===== src/rtl/requant_scheduler_if.sv =====
// requant_scheduler_if: sample request, configuration, requantize-unit and result signals of the scheduler.
// The scheduler uses the master view; sources, the unit and the consumer use the slave view.
interface requant_scheduler_if #(
    parameter int NCH = 4,
    parameter int CHW = 2
);
    logic [NCH-1:0]    req_valid;
    logic [18*NCH-1:0] req_data;
    logic [NCH-1:0]    req_ready;
    logic              cfg_we;
    logic [CHW-1:0]    cfg_ch;
    logic [4:0]        cfg_nquant;
    logic [17:0]       rq_datain;
    logic              rq_endatain;
    logic [4:0]        rq_nquant;
    logic [17:0]       rq_dataout;
    logic              out_valid;
    logic [17:0]       out_data;
    logic [CHW-1:0]    out_ch;
    logic              out_ready;
    logic              busy;
    modport master (
        input  req_valid, req_data, cfg_we, cfg_ch, cfg_nquant, rq_dataout, out_ready,
        output req_ready, rq_datain, rq_endatain, rq_nquant, out_valid, out_data, out_ch, busy
    );
    modport slave (
        output req_valid, req_data, cfg_we, cfg_ch, cfg_nquant, rq_dataout, out_ready,
        input  req_ready, rq_datain, rq_endatain, rq_nquant, out_valid, out_data, out_ch, busy
    );
endinterface


===== src/rtl/requant_scheduler.sv =====
// requant_scheduler: round-robin sharing of one requantize unit among NCH sample streams.
// One sample in flight: IDLE grant -> ISSUE strobe -> WAIT unit latency -> OUT until taken.
module requant_scheduler #(
    parameter int NCH    = 4,
    parameter int CHW    = 2,
    parameter int RQ_LAT = 5,
    parameter int NQ_RST = 8
) (
    input logic                 clock,
    input logic                 reset,
    requant_scheduler_if.master io
);
    localparam logic [1:0] IDLE = 2'd0, ISSUE = 2'd1, WAIT = 2'd2, OUT = 2'd3;
    localparam int CW = RQ_LAT > 1 ? $clog2(RQ_LAT) : 1;
    logic [1:0]     state_q, state_d;
    logic [CHW-1:0] ptr_q, grant, idx;
    logic [17:0]    data_q;
    logic [4:0]     nquant_q;
    logic [4:0]     nq_q [NCH];
    logic [CW-1:0]  cnt_q;
    logic           take, live;
    // Scan from ptr+NCH down to ptr+1 so the nearest valid channel after ptr wins.
    always_comb begin
        grant = '0;
        idx = '0;
        for (int k = NCH; k >= 1; k--) begin
            idx = CHW'((int'(ptr_q) + k) % NCH);
            grant = io.req_valid[idx] ? idx : grant;
        end
    end
    assign take = state_q == IDLE && |io.req_valid;
    assign live = state_q == ISSUE || state_q == WAIT;
    always_comb
        state_d = take ? ISSUE :
                  state_q == ISSUE ? WAIT :
                  state_q == WAIT ? (cnt_q == '0 ? OUT : WAIT) :
                  state_q == OUT && io.out_ready ? IDLE : state_q;
    assign io.req_ready   = take && !reset ? NCH'(1) << grant : '0;
    assign io.rq_endatain = state_q == ISSUE;
    assign io.rq_datain   = live ? data_q : '0;
    assign io.rq_nquant   = live ? nquant_q : '0;
    assign io.out_valid   = state_q == OUT;
    assign io.out_data    = state_q == OUT ? data_q : '0;
    // The rr pointer is the last granted channel, so it doubles as the result tag.
    assign io.out_ch      = state_q == OUT ? ptr_q : '0;
    assign io.busy        = state_q != IDLE;
    always_ff @(posedge clock) begin
        if (reset) begin
            state_q <= IDLE;
            ptr_q <= CHW'(NCH - 1);
            data_q <= '0;
            nquant_q <= '0;
            cnt_q <= '0;
            for (int i = 0; i < NCH; i++) nq_q[i] <= 5'(NQ_RST);
        end else begin
            state_q <= state_d;
            if (take) begin
                ptr_q <= grant;
                data_q <= io.req_data[18*grant +: 18];
                nquant_q <= nq_q[grant];
            end
            if (state_q == ISSUE) cnt_q <= CW'(RQ_LAT - 1);
            if (state_q == WAIT) cnt_q <= cnt_q - CW'(1);
            // The sample is no longer needed once the result arrives, so reuse its register.
            if (state_q == WAIT && cnt_q == '0) data_q <= io.rq_dataout;
            if (io.cfg_we && 32'(io.cfg_ch) < NCH)
                nq_q[io.cfg_ch] <= io.cfg_nquant == 5'd0 ? 5'd1 :
                                   io.cfg_nquant > 5'd17 ? 5'd17 : io.cfg_nquant;
        end
    end
endmodule


===== src/flat_wrapper.sv =====
// flat-port wrapper written by rule: the top's interface ports become plain ports
module requant_scheduler_flat 
#(
    parameter int NCH    = 4,
    parameter int CHW    = 2,
    parameter int RQ_LAT = 5,
    parameter int NQ_RST = 8
)
  (clock, reset, io_req_valid, io_req_data, io_cfg_we, io_cfg_ch, io_cfg_nquant, io_rq_dataout, io_out_ready, io_req_ready, io_rq_datain, io_rq_endatain, io_rq_nquant, io_out_valid, io_out_data, io_out_ch, io_busy);
  requant_scheduler_if #(.NCH(NCH), .CHW(CHW)) io_i ();
  input logic clock;
  input logic reset;
  input wire logic [$bits(io_i.req_valid)-1:0] io_req_valid;
  input wire logic [$bits(io_i.req_data)-1:0] io_req_data;
  input wire logic [$bits(io_i.cfg_we)-1:0] io_cfg_we;
  input wire logic [$bits(io_i.cfg_ch)-1:0] io_cfg_ch;
  input wire logic [$bits(io_i.cfg_nquant)-1:0] io_cfg_nquant;
  input wire logic [$bits(io_i.rq_dataout)-1:0] io_rq_dataout;
  input wire logic [$bits(io_i.out_ready)-1:0] io_out_ready;
  output wire logic [$bits(io_i.req_ready)-1:0] io_req_ready;
  output wire logic [$bits(io_i.rq_datain)-1:0] io_rq_datain;
  output wire logic [$bits(io_i.rq_endatain)-1:0] io_rq_endatain;
  output wire logic [$bits(io_i.rq_nquant)-1:0] io_rq_nquant;
  output wire logic [$bits(io_i.out_valid)-1:0] io_out_valid;
  output wire logic [$bits(io_i.out_data)-1:0] io_out_data;
  output wire logic [$bits(io_i.out_ch)-1:0] io_out_ch;
  output wire logic [$bits(io_i.busy)-1:0] io_busy;
  assign io_i.req_valid = io_req_valid;
  assign io_i.req_data = io_req_data;
  assign io_i.cfg_we = io_cfg_we;
  assign io_i.cfg_ch = io_cfg_ch;
  assign io_i.cfg_nquant = io_cfg_nquant;
  assign io_i.rq_dataout = io_rq_dataout;
  assign io_i.out_ready = io_out_ready;
  assign io_req_ready = io_i.req_ready;
  assign io_rq_datain = io_i.rq_datain;
  assign io_rq_endatain = io_i.rq_endatain;
  assign io_rq_nquant = io_i.rq_nquant;
  assign io_out_valid = io_i.out_valid;
  assign io_out_data = io_i.out_data;
  assign io_out_ch = io_i.out_ch;
  assign io_busy = io_i.busy;
  requant_scheduler #(.NCH(NCH), .CHW(CHW), .RQ_LAT(RQ_LAT), .NQ_RST(NQ_RST)) u_core (.clock(clock), .reset(reset), .io(io_i));
endmodule

===== config.mk =====
export PLATFORM = sky130hd
export DESIGN_NAME = requant_scheduler_flat
export DESIGN_NICKNAME = d
export VERILOG_FILES = /design/src/rtl/requant_scheduler_if.sv /design/src/rtl/requant_scheduler.sv /design/src/flat_wrapper.sv
export SDC_FILE = /design/constraint.sdc
export NUM_CORES = 1
export LEC_CHECK = 0
export CAP_MARGIN = 40
export CORE_ASPECT_RATIO = 0.6
export CORE_MARGIN = 10
export CORE_UTILIZATION = 45
export CTS_CLUSTER_DIAMETER = 80
export CTS_CLUSTER_SIZE = 40
export DETAILED_ROUTE_END_ITERATION = 16
export GPL_ROUTABILITY_DRIVEN = 0
export PLACE_DENSITY = 0.86
export RECOVER_POWER = 25
export REMOVE_ABC_BUFFERS = 1
export SYNTH_ARGS = -nofsm -noshare
export SYNTH_HDL_FRONTEND = slang
export SYNTH_SLANG_ARGS = --single-unit

===== constraint.sdc =====
create_clock -name clock -period 2.58 [get_ports clock]
set_input_delay 0.387 -clock clock [delete_from_list [all_inputs] [get_ports clock]]
set_output_delay 0.387 -clock clock [all_outputs]
set_load 0.005 [all_outputs]

==> metrics.yaml <==
insertion_delay_ns: 0.30
coreArea_mm2: 0.00736
ir_drop_v: 0.000355
critPathCaptureType: "output pin"
dieArea_mm2: 0.0117
first_pass_iters: 7
worstHoldStart: "u_core.data_q[6]"
r2r-end: "u_core.data_q[14]"
grt_pass1_wl_mm: 20.6
synthFlopType: "dfxtp_1"
hold_end: "u_core.data_q[6]"
r2r_setup_slack_ns: 0.18
dr_wl_met2_mm: 6.42
fin_worst_hold_slack_ns: 0.489
setup-violations-final: 0
hp-class: "flop to flop"
ys_seq_area_share_pct: 34.7
ys_seq_elements: 50
fin_setup_tns_ns: 0
worst_pin_slew_ns: 0.446
row_count: 24
antenna_cells: 0
avgRoutedWirePerCell_um: 20.4
clk_pin_slew_worst_paths_ns: 0.07
grtUsageTotal_pct: 21.5
setup_slack_ns: 0.0925
status: "completed"
cts_tree: "built"
clk_path_buf_depth: 2
ant_nets: 0
io_buffers: 154
via_per_inst: 5.69
wl_mm: 13.0
crit_path_start: "io_req_valid[3]"
ctsRootBufferMaster: "clkbuf_16"
syn-mean-instance-area_um2: 9.33
grt_max_degree: 30
fin_nets: 646
rr_worst_depth: 7
cts.sinks: 50
finClkSkew_ns: 0.0101
cts_htree_levels: 2
initial_core_util_pct: 47.1
first_global_vias: 3821
cp.arrival_ns: 2.10
yosysTopAreaCell: "dfxtp_1"
antenna_found_initial: 0
drc: 0
syn-cell-area_mm2: 0.00346
post-place-cells: 632
die_h_um: 87.9
p_leak_nw: 2.09
syn_inst: 371
vias: 3641
whs_path_depth: 2
synth_edf_count: 20
timing.fmax_mhz: 402
highest_layer: "met4"
critPathLaunchType: "primary input"
drt-met1-wl_mm: 5.49
wl_met3_mm: 1.04
slew_viol_final: 0
rsz0062_at_grt: "false"
post-route-min-period_ns: 2.49
async_flop_share_pct: 0
numCtsBuffers: 5
max_slew_margin_pct: 70.2
pwr_density_cell_mw_per_mm2: 514
dieWidth_um: 133
finalHoldViolations: 0
r2r_start: "u_core.ptr_q[1]"
io_pins: 155
place_ws_ns: -0.207
first_iter_violations: 395
layoutNonFillerInstCount: 640
cts_setup_buffers: 0
drive_gt1_share_pct: 11.9
synth_top_area_share_pct: 17.3
maxCapViolCount: 0
yosysMostFrequentCell: "and2_1"
syn2layout_area_growth_pct: 55.3
synth_warnings: 0
synth_area_leaders: "dfxtp_1, edfxtp_1, and2_1"
required_ns: 2.19
dp_hpwl_mm: 10.2
power_mw: 2.76
grt_overflow: 0
synth_common_cells: "and2_1, dfxtp_1, nor2_1, mux2i_1, nand2_1"
post-route-period-util_pct: 96.4
path_class: "primary input to output pin"
path_max_fanout: 7
ys_types: 57
-- routing by layer --
layer	vias up	global-route usage [%]
li1	1702	-
met1	1737	26.1
met2	189	38.8
met3	13	4.91
met4	0	3.93
met5	-	0
-- state kept, by name, indices dropped and copies added (netlist names) --
| name | cells |
|---|---|
| u_core.data_q | 18 |
| u_core.state_q | 2 |
| u_core.cnt_q | 3 |
| u_core.ptr_q | 2 |
| u_core.nquant_q | 5 |
| u_core.nq_q | 20 |
-- final cells by class --
| type | instances | area (um^2) |
|---|---|---|
| Fill cell | 563 | 1980 |
| Timing Repair Buffer | 185 | 1790 |
| Sequential cell | 50 | 1200 |
| Inverter | 9 | 33.8 |
| Tap cell | 104 | 130 |
| Clock buffer | 5 | 125 |
| Clock inverter | 3 | 47.5 |
| Multi-Input combinational cell | 284 | 2050 |
-- worst max path at each step --
stage	slack, ns	cells after the start	endpoint
after CTS	0.06	7	io_req_ready[3]
final	0.09	7	io_req_ready[0]
after floorplan	0.30	4	io_req_ready[2]
after detailed placement	-0.21	7	io_req_ready[3]
after global placement	-0.17	6	io_req_ready[3]
after global routing	0.01	7	io_req_ready[0]
-- where the power goes --
part           internal (mW)  total, mW  switching [mW]  leakage, nW
registers              0.922      0.996          0.0746        0.443
clock network          0.463      0.780           0.316       0.0844
logic                  0.537      0.986           0.449         1.56
total                   1.92       2.76           0.840         2.09
-- critical path, cell delays in order --
cell,delay (ns)
clkdlybuf4s50_1,0.53
buf_6,0.14
buf_4,0.11
o21bai_1,0.08
a311o_1,0.37
and2_2,0.20
dlygate4sd2_1,0.28
-- through the flow --
step | utilization [%] | cell area (um^2)
after floorplan | - | 3260
after global placement | 70.7 | 5200
after detailed placement | 70.7 | 5200
after CTS | 73.0 | 5370
after global routing | 73.1 | 5380
final | 73.1 | 5380
-- kinds of logic (layout without fill, tap and decap cells) --
logic type / count (synthesis) / after routing / synth area share (%)
simple gates: 146 / 146 / 22.7
compound gates: 101 / 101 / 24.6
flops: 50 / 50 / 34.7
buf+inv: 37 / 202 / 6.69
mux: 30 / 30 / 8.85
fa+ha+maj: 6 / 6 / 2.17
xor+xnor: 1 / 1 / 0.253
-- layout by cell type, fill, tap and decap left out, types with 3 or more instances in the layout --
cell type,netlist,final
a21oi_1,10,10
a221o_2,4,4
dfxtp_1,30,30
nand3_1,9,9
mux2_2,4,4
o31ai_1,13,13
a221oi_2,6,6
nand3b_1,7,7
buf_4,5,28
mux2i_1,25,25
a211oi_1,5,5
a221oi_1,7,7
inv_1,8,8
nor2_1,29,28
or3_1,5,5
and2_1,46,46
a21o_1,14,14
o21ai_0,5,5
clkbuf_16,0,5
o221ai_1,5,5
a2bb2oi_1,14,14
clkdlybuf4s50_1,0,148
edfxtp_1,20,20
nand2_1,23,23
nor3_1,5,5
nand2b_1,10,10
dlygate4sd2_1,0,3
ha_1,6,6
-- repair_timing --
action,CTS,global route
hold buffers,0,0
setup endpoints to repair,4,2
gates resized for setup,5,5
Power figures use the tool's default switching activity.
